`src/rtl/mux_8b_4to1_pkg.sv`:
```
// -----------------------------------------------------------------------------
// mux_8b_4to1_pkg
// Shared constants for the 4:1 word multiplexer.
//   SEL_A..SEL_D  : select codes that route a, b, c or d to the output.
//   DEFAULT_WIDTH : default data word width.
// -----------------------------------------------------------------------------
package mux_8b_4to1_pkg;

  localparam logic [1:0] SEL_A = 2'b00;
  localparam logic [1:0] SEL_B = 2'b01;
  localparam logic [1:0] SEL_C = 2'b10;
  localparam logic [1:0] SEL_D = 2'b11;

  localparam int DEFAULT_WIDTH = 8;

endpackage : mux_8b_4to1_pkg

```
`src/rtl/mux2_1.sv`:
```
// -----------------------------------------------------------------------------
// mux2_1
// One-bit 2:1 multiplexer cell built from AND/OR/NOT gates.
// Ports:
//   i0 : input,  selected when s = 0
//   i1 : input,  selected when s = 1
//   s  : input,  select
//   y  : output, selected bit
// -----------------------------------------------------------------------------
module mux2_1 (
  input  logic i0,
  input  logic i1,
  input  logic s,
  output logic y
);

  logic w_s_n;
  logic w_p0;
  logic w_p1;
  logic w_pc;

  assign w_s_n = ~s;
  assign w_p0  = i0 & w_s_n;
  assign w_p1  = i1 & s;
  // Consensus term: when both data inputs agree, y equals them even if s is
  // unknown, so equal inputs propagate cleanly through the tree.
  assign w_pc  = i0 & i1;
  assign y     = w_p0 | w_p1 | w_pc;

endmodule : mux2_1

```
`src/rtl/mux_8b_4to1.sv`:
```
// -----------------------------------------------------------------------------
// mux_8b_4to1
// WIDTH-bit 4:1 word multiplexer, built per bit as a two-level tree of mux2_1
// cells, plus a registered copy of the selected word with capture enable.
// Ports:
//   clk   : input,  rising-edge clock for out_q
//   rst   : input,  asynchronous active-high reset (clears out_q)
//   a..d  : input,  data words, selected by sel = 00/01/10/11
//   sel   : input,  word select
//   en    : input,  capture enable for out_q
//   out   : output, combinational selected word (zero latency)
//   out_q : output, registered selected word (one cycle latency)
// -----------------------------------------------------------------------------
module mux_8b_4to1
  import mux_8b_4to1_pkg::*;
#(
  parameter int WIDTH = DEFAULT_WIDTH
) (
  input  logic             clk,
  input  logic             rst,
  input  logic [WIDTH-1:0] a,
  input  logic [WIDTH-1:0] b,
  input  logic [WIDTH-1:0] c,
  input  logic [WIDTH-1:0] d,
  input  logic [1:0]       sel,
  input  logic             en,
  output logic [WIDTH-1:0] out,
  output logic [WIDTH-1:0] out_q
);

  logic [WIDTH-1:0] w_ab;   // level-1 result: a or b by sel[0]
  logic [WIDTH-1:0] w_cd;   // level-1 result: c or d by sel[0]
  logic [WIDTH-1:0] r_out_q;

  // Each bit has its own three-cell tree, so no bit can influence another.
  for (genvar i = 0; i < WIDTH; i++) begin : g_bit
    mux2_1 u_mux_ab (
      .i0 (a[i]),
      .i1 (b[i]),
      .s  (sel[0]),
      .y  (w_ab[i])
    );

    mux2_1 u_mux_cd (
      .i0 (c[i]),
      .i1 (d[i]),
      .s  (sel[0]),
      .y  (w_cd[i])
    );

    mux2_1 u_mux_out (
      .i0 (w_ab[i]),
      .i1 (w_cd[i]),
      .s  (sel[1]),
      .y  (out[i])
    );
  end : g_bit

  // NOTE: non-blocking assignment keeps the register sampling the pre-edge
  // value of out; reset sits in the sensitivity list so it acts without clk.
  always_ff @(posedge clk or posedge rst) begin
    if (rst) begin
      r_out_q <= '0;
    end else if (en) begin
      r_out_q <= out;
    end
  end

  assign out_q = r_out_q;

endmodule : mux_8b_4to1

```
`config.mk`:
```
export PLATFORM = sky130hd
export DESIGN_NAME = mux_8b_4to1
export DESIGN_NICKNAME = d
export VERILOG_FILES = /design/src/rtl/mux_8b_4to1_pkg.sv /design/src/rtl/mux2_1.sv /design/src/rtl/mux_8b_4to1.sv
export SDC_FILE = /design/constraint.sdc
export NUM_CORES = 1
export LEC_CHECK = 0
export BUFFER_PORTS_ARGS = -buffer_cell sky130_fd_sc_hd__buf_2
export CAP_MARGIN = 20
export CORE_MARGIN = 10
export CORE_UTILIZATION = 42
export CTS_CLUSTER_DIAMETER = 200
export DETAILED_ROUTE_END_ITERATION = 10
export HOLD_SLACK_MARGIN = 0.15
export PLACE_DENSITY = 0.81
export SYNTH_ARGS = -nofsm -noshare
export SYNTH_HDL_FRONTEND = slang
export SYNTH_HIERARCHICAL = 1
export SYNTH_SLANG_ARGS = --single-unit
```
`constraint.sdc`:
```
create_clock -name clk -period 1.55 [get_ports clk]
set_input_delay 0.0775 -clock clk [delete_from_list [all_inputs] [get_ports clk]]
set_output_delay 0.0775 -clock clk [all_outputs]
set_load 0.01 [all_outputs]
```
## After elaboration in Yosys (flattened, before gate mapping)

Cells that the tools add are included.

- ROM bits: 0
- Memories kept: 0
- Register bits after elaboration: 8
- RAM bits: 0
- Output and inout bits: 16
- Bits in latches: 0

- Mux-type cells: 0
- Multiply operators: 0
- Bitwise operators: 122
- Shift operators: 0
- Order comparisons: 0
- Equal/unequal tests: 0
- Divide/modulo/power cells: 0
- Reductions and logical operators: 0
- Add/subtract/negate cells: 0

Operators by type and width:

| operator | number |
|---|---|
| bitwise AND 1 bit | 72 |
| bitwise OR 1 bit | 48 |
| NOT 1 bit | 2 |

## Longest topological paths before layout

- Depth after elaboration: 7
- Mapped depth: 3

## Modules after synthesis

Netlist, hierarchy kept.

By module, submodules not included:

| module | seq. area each (µm²) | instances | area an instance (µm²) | cells an instance |
|---|---|---|---|---|
| mux2_1 | 0.0 | 24 | 15.0 | 1 |
| mux_8b_4to1 | 200.2 | 1 | 335.3 | 18 |

## Worst setup path after synthesis

OpenSTA, ideal clock, no wires.

- Path kind: input port to flip-flop
- Start point: in sel[0]
- End point: reg r_out_q[0] (netlist: out_q[0])
- Slack: 0.537 ns
- Stages: 3
- Data arrival time: 0.888 ns
- Setup time: 0.125 ns
- Cells stage by stage: mux2_4 mux2_4 mux2_4

- Cells in the longest elaborated chain, start to end: 7
- Elaborated cells on any way between the ends: 14

Ends and longest elaborated chain:

| what | RTL line | source |
|---|---|---|
| start, declared | mux_8b_4to1.sv:25 | `input logic [1:0] sel,` |
| NOT 1 bit | mux2_1.sv:22 | `assign w_s_n = ~s;` |
| bitwise AND 1 bit | mux2_1.sv:23 | `assign w_p0 = i0 & w_s_n;` |
| bitwise OR 1 bit (2 in a row) | mux2_1.sv:28 | `assign y = w_p0 \| w_p1 \| w_pc;` |
| bitwise AND 1 bit (on tied branches) | mux2_1.sv:23, mux2_1.sv:24 |  |
| bitwise OR 1 bit | mux2_1.sv:28 |  |
| bitwise OR 1 bit * | mux2_1.sv:28 |  |
| net out[0] | mux_8b_4to1.sv:27 | `output logic [WIDTH-1:0] out,` |
| end signal, assigned | mux_8b_4to1.sv:65 | `r_out_q <= out;` |
| end, declared | mux_8b_4to1.sv:33 | `logic [WIDTH-1:0] r_out_q;` |

The timed path passes the listed nets; every way through them passes the cells marked *.
A chain may end at the register's enable or synchronous reset.

## Worst setup path in the final report

- Start point: in sel[0]
- End point: out out[2]

- Cells in the longest elaborated chain, start to end: 7
- Elaborated cells on any way between the ends: 14

Ends and longest elaborated chain:

| what | RTL line | source |
|---|---|---|
| NOT 1 bit | mux2_1.sv:22 |  |
| bitwise AND 1 bit | mux2_1.sv:23 |  |
| bitwise OR 1 bit * (2 in a row) | mux2_1.sv:28 |  |
| net w_ab[2] | mux_8b_4to1.sv:31 | `logic [WIDTH-1:0] w_ab;` |
| bitwise AND 1 bit | mux2_1.sv:23 |  |
| bitwise OR 1 bit | mux2_1.sv:28 |  |
| bitwise OR 1 bit * | mux2_1.sv:28 |  |
| end, declared | mux_8b_4to1.sv:27 |  |

Marked as above.

==> results.txt <==
- Number of setup buffers added after CTS: 0
- Sorting the synthesized cells by area gives the leading types as sky130_fd_sc_hd__mux2_4, sky130_fd_sc_hd__dfrtp_1, sky130_fd_sc_hd__buf_6, sky130_fd_sc_hd__inv_1.
- At the pin with the least slew margin, the transition time is 0.310 ns.
- The design draws 0.731 mW.
* Grt total ovfl: 0
- The finished cells cover 1020 µm².
- After the last flow step, the layout net total stands at 137.
- Number of global-route vias before repair: 700
- After detailed placement, the total cell area comes to 985 µm².
- TritonCTS built the clock tree.
- After routing, the total negative slack on setup checks comes to 0 ns.
- Max Fclk: 867 MHz
- A synthesized cell averages 16.6 µm².
- Row generation in the floorplan step produced 14 rows.
- The worst setup path is launched from an input pin.
* Final critical delay including setup and external delays: 1.15 ns
- CTS built an H-tree with a depth of 1.
* Total routing resource utilization after global routing: 11.3%
* Area taken by multi-input logic gates: 480 µm²
* Critical Path Fanout Max: 16
* Syn_nets: 79
- The worst hold path was traced through 2 stages.
- Detailed-route wire length: 1980 µm
* FF-to-FF Start: out_q[2]
* Dpl ws: 0.224 ns
- The run finished with clean final reports.
- Cts bufs inserted: 3
* Fill count: 121
- Crit Path Category: input pin to output port
- The floorplan step set the die width to 60.7 µm.
- Count of different cell masters after synthesis: 4
- Summing all flip-flop and latch instances after layout gives 200 µm².
- Clock-pin slew was measured on the worst setup and hold paths at 0.05 ns.
- Endpoint kind of the worst setup timing path: output port
- DR DRC count: 0
* Flops & latches, synth: 8
- Max-Slew Margin vs Limit: 79.3%
- The count of nets left with antenna violations once routing finished came out at 0.
* Crit path max-delay family: multiplexers
- After synthesis, the largest family of logic cells by area is multiplexers.
* Xor/xnor cell area share of the yosys netlist: 0%
- The root buffer cell chosen for the clock tree is sky130_fd_sc_hd__clkbuf_4.
- Count of cells along the worst register-to-register path: 1
* Total via count after detailed routing: 579
- Clock tree synthesis found a total of 8 sinks.
- Setup violators final: 0
- Unrepaired setup endpoints after global routing: no
* Mean number of vias per cell: 5.08
- Worst EP required: 1.47 ns
* Maximum root-to-sink buffer count: 2
- Summing every instance area after synthesis gives 696 µm².
- In this run the critical register-to-register path is captured at out_q[2].
- Antenna violations before repair: 0
- From synthesis to final layout, the design area changed by 46.2%.
- Global-route wire length before repair: 3060 µm
* Setup Skew: 0 ns
- The die is 60.7 µm tall.
- Once the floorplan was initialized, standard cells occupied 45.1% of the core.
- Port Buf Inserts: 52
- Most common library cell in the layout ignoring fill and taps: sky130_fd_sc_hd__buf_2
- The floorplan step defined a die boundary enclosing 3680 µm².
- Worst reg-to-reg setup slack: 0.78 ns
- Among all stages on the critical path, the largest delay is contributed by sky130_fd_sc_hd__mux2_4.
- Max-Cap Viols: 0
* Final Hold Viols: 0
- The first detailed-routing pass ran for 2 iterations.
- The worst hold path terminates at out_q[3].
- The repair_antennas step left the layout with diodes totalling 0.
- The library cells used most frequently in the layout, excluding fill and tap cells, are sky130_fd_sc_hd__buf_2, sky130_fd_sc_hd__mux2_4, sky130_fd_sc_hd__dfrtp_1, sky130_fd_sc_hd__clkbuf_4.
- Critical-path cell list: buf_2 > buf_12 > mux2_4 > mux2_4 > buf_2
* Drt first-iter violations: 9
* Crit path largest cell delay: 0.31 ns
- Worst-case setup margin in the final layout: 0.397 ns
* Critical path data arrival time: 1.08 ns
- Of the synthesized area, sequential elements account for 28.8%.
- Synth warnings: 6
* Flip-flop count of the largest register after layout: 8
- Summed over all cells, the static leakage comes to 0.594 nW.
- Post-synthesis compound-gate area fraction: 0%
- Number of max-slew violations in the final report: 0
- After detailed routing, the average wire length per cell comes to 17.4 µm.
* Core Area: 1540 µm²
- The synthesized design devotes to its leading area cell type 69.1% of total area.
- At the end of routability-driven placement, the weighted congestion stood at 0.720.
- Adder-cell share of the synthesized area: 0%
- The clock reaches the later pin of the worst-skew pair after 0.25 ns.
* Synthesized netlist cell count: 42
- In the final layout, the share of cells above drive strength 1 is 89.8%.
- For this design the top-level I/O count stands at 53.
* Period utilization: 74.4%
- Entering global routing, the biggest net connects 17 pins.
* Most area-hungry cell type in the Yosys netlist: sky130_fd_sc_hd__mux2_4
- Buffers plus inverters on the worst setup path: 3
* Path category of the worst min-delay check: input pin to register
* Beginning of the worst hold path: en
- In the synthesized netlist, mux cells make up 69.1% of the area.
- Highest ir drop seen on vdd: 432 µV
- Simple-Gate Fraction of Synth Area: 0%
- Power spread over the standard cell area amounts to 719 nW/µm².
## report_power, final
| group | internal (mW) | total (mW) | switching [mW] |
|---|---|---|---|
| clock network | 0.0886 | 0.159 | 0.0701 |
| logic | 0.197 | 0.313 | 0.116 |
| registers | 0.241 | 0.259 | 0.0181 |
| total | 0.527 | 0.731 | 0.204 |
## cell usage after synthesis
library cell and count:
sky130_fd_sc_hd__mux2_4 32, sky130_fd_sc_hd__dfrtp_1 8, sky130_fd_sc_hd__inv_1 1, sky130_fd_sc_hd__buf_6 1
## repair_timing
action,4_1_cts,5_1_grt
resized for setup,0,0
hold endpoints to repair,8,0
hold buffers,1,0
## metal layers
| metal | global-route usage, % | up-vias | wire length, µm |
|---|---|---|---|
| met5 | 0 | - | 0 |
| met3 | 8.35 | 4 | 249 |
| met1 | 9.37 | 274 | 638 |
| li1 | - | 268 | - |
| met2 | 20.1 | 33 | 1070 |
| met4 | 4.08 | 0 | 30 |
## metrics by stage
step                instances  hold slack [ns]  utilization [%]
floorplan                  42           -0.107                -
global placement          110           0.0286             63.9
detailed placement        110           0.0345             63.9
CTS                       114            0.266             66.0
global route              114            0.254             66.0
finish                    114            0.274             66.0
## cell type report
| class | instances | area share (%) |
|---|---|---|
| flip-flops and latches | 8 | 19.7 |
| well taps | 16 | 1.97 |
| clock buffers | 3 | 2.21 |
| multi-input cells | 32 | 47.2 |
| repair buffers | 54 | 28.5 |
| inverters | 1 | 0.369 |
## kinds of logic after synthesis
logic type / Yosys count
buf+inv: 2
mux: 32
flops: 8
## how the worst max path moves through the flow
stage	startpoint	depth (start not counted)	end
global route	sel[0]	5	out[2]
global placement	sel[0]	5	out_q[0]
floorplan	sel[0]	3	out_q[0]
CTS	sel[0]	5	out[2]
finish	sel[0]	5	out[2]
detailed placement	sel[0]	5	out_q[6]
(Power assumes the default switching activity.)
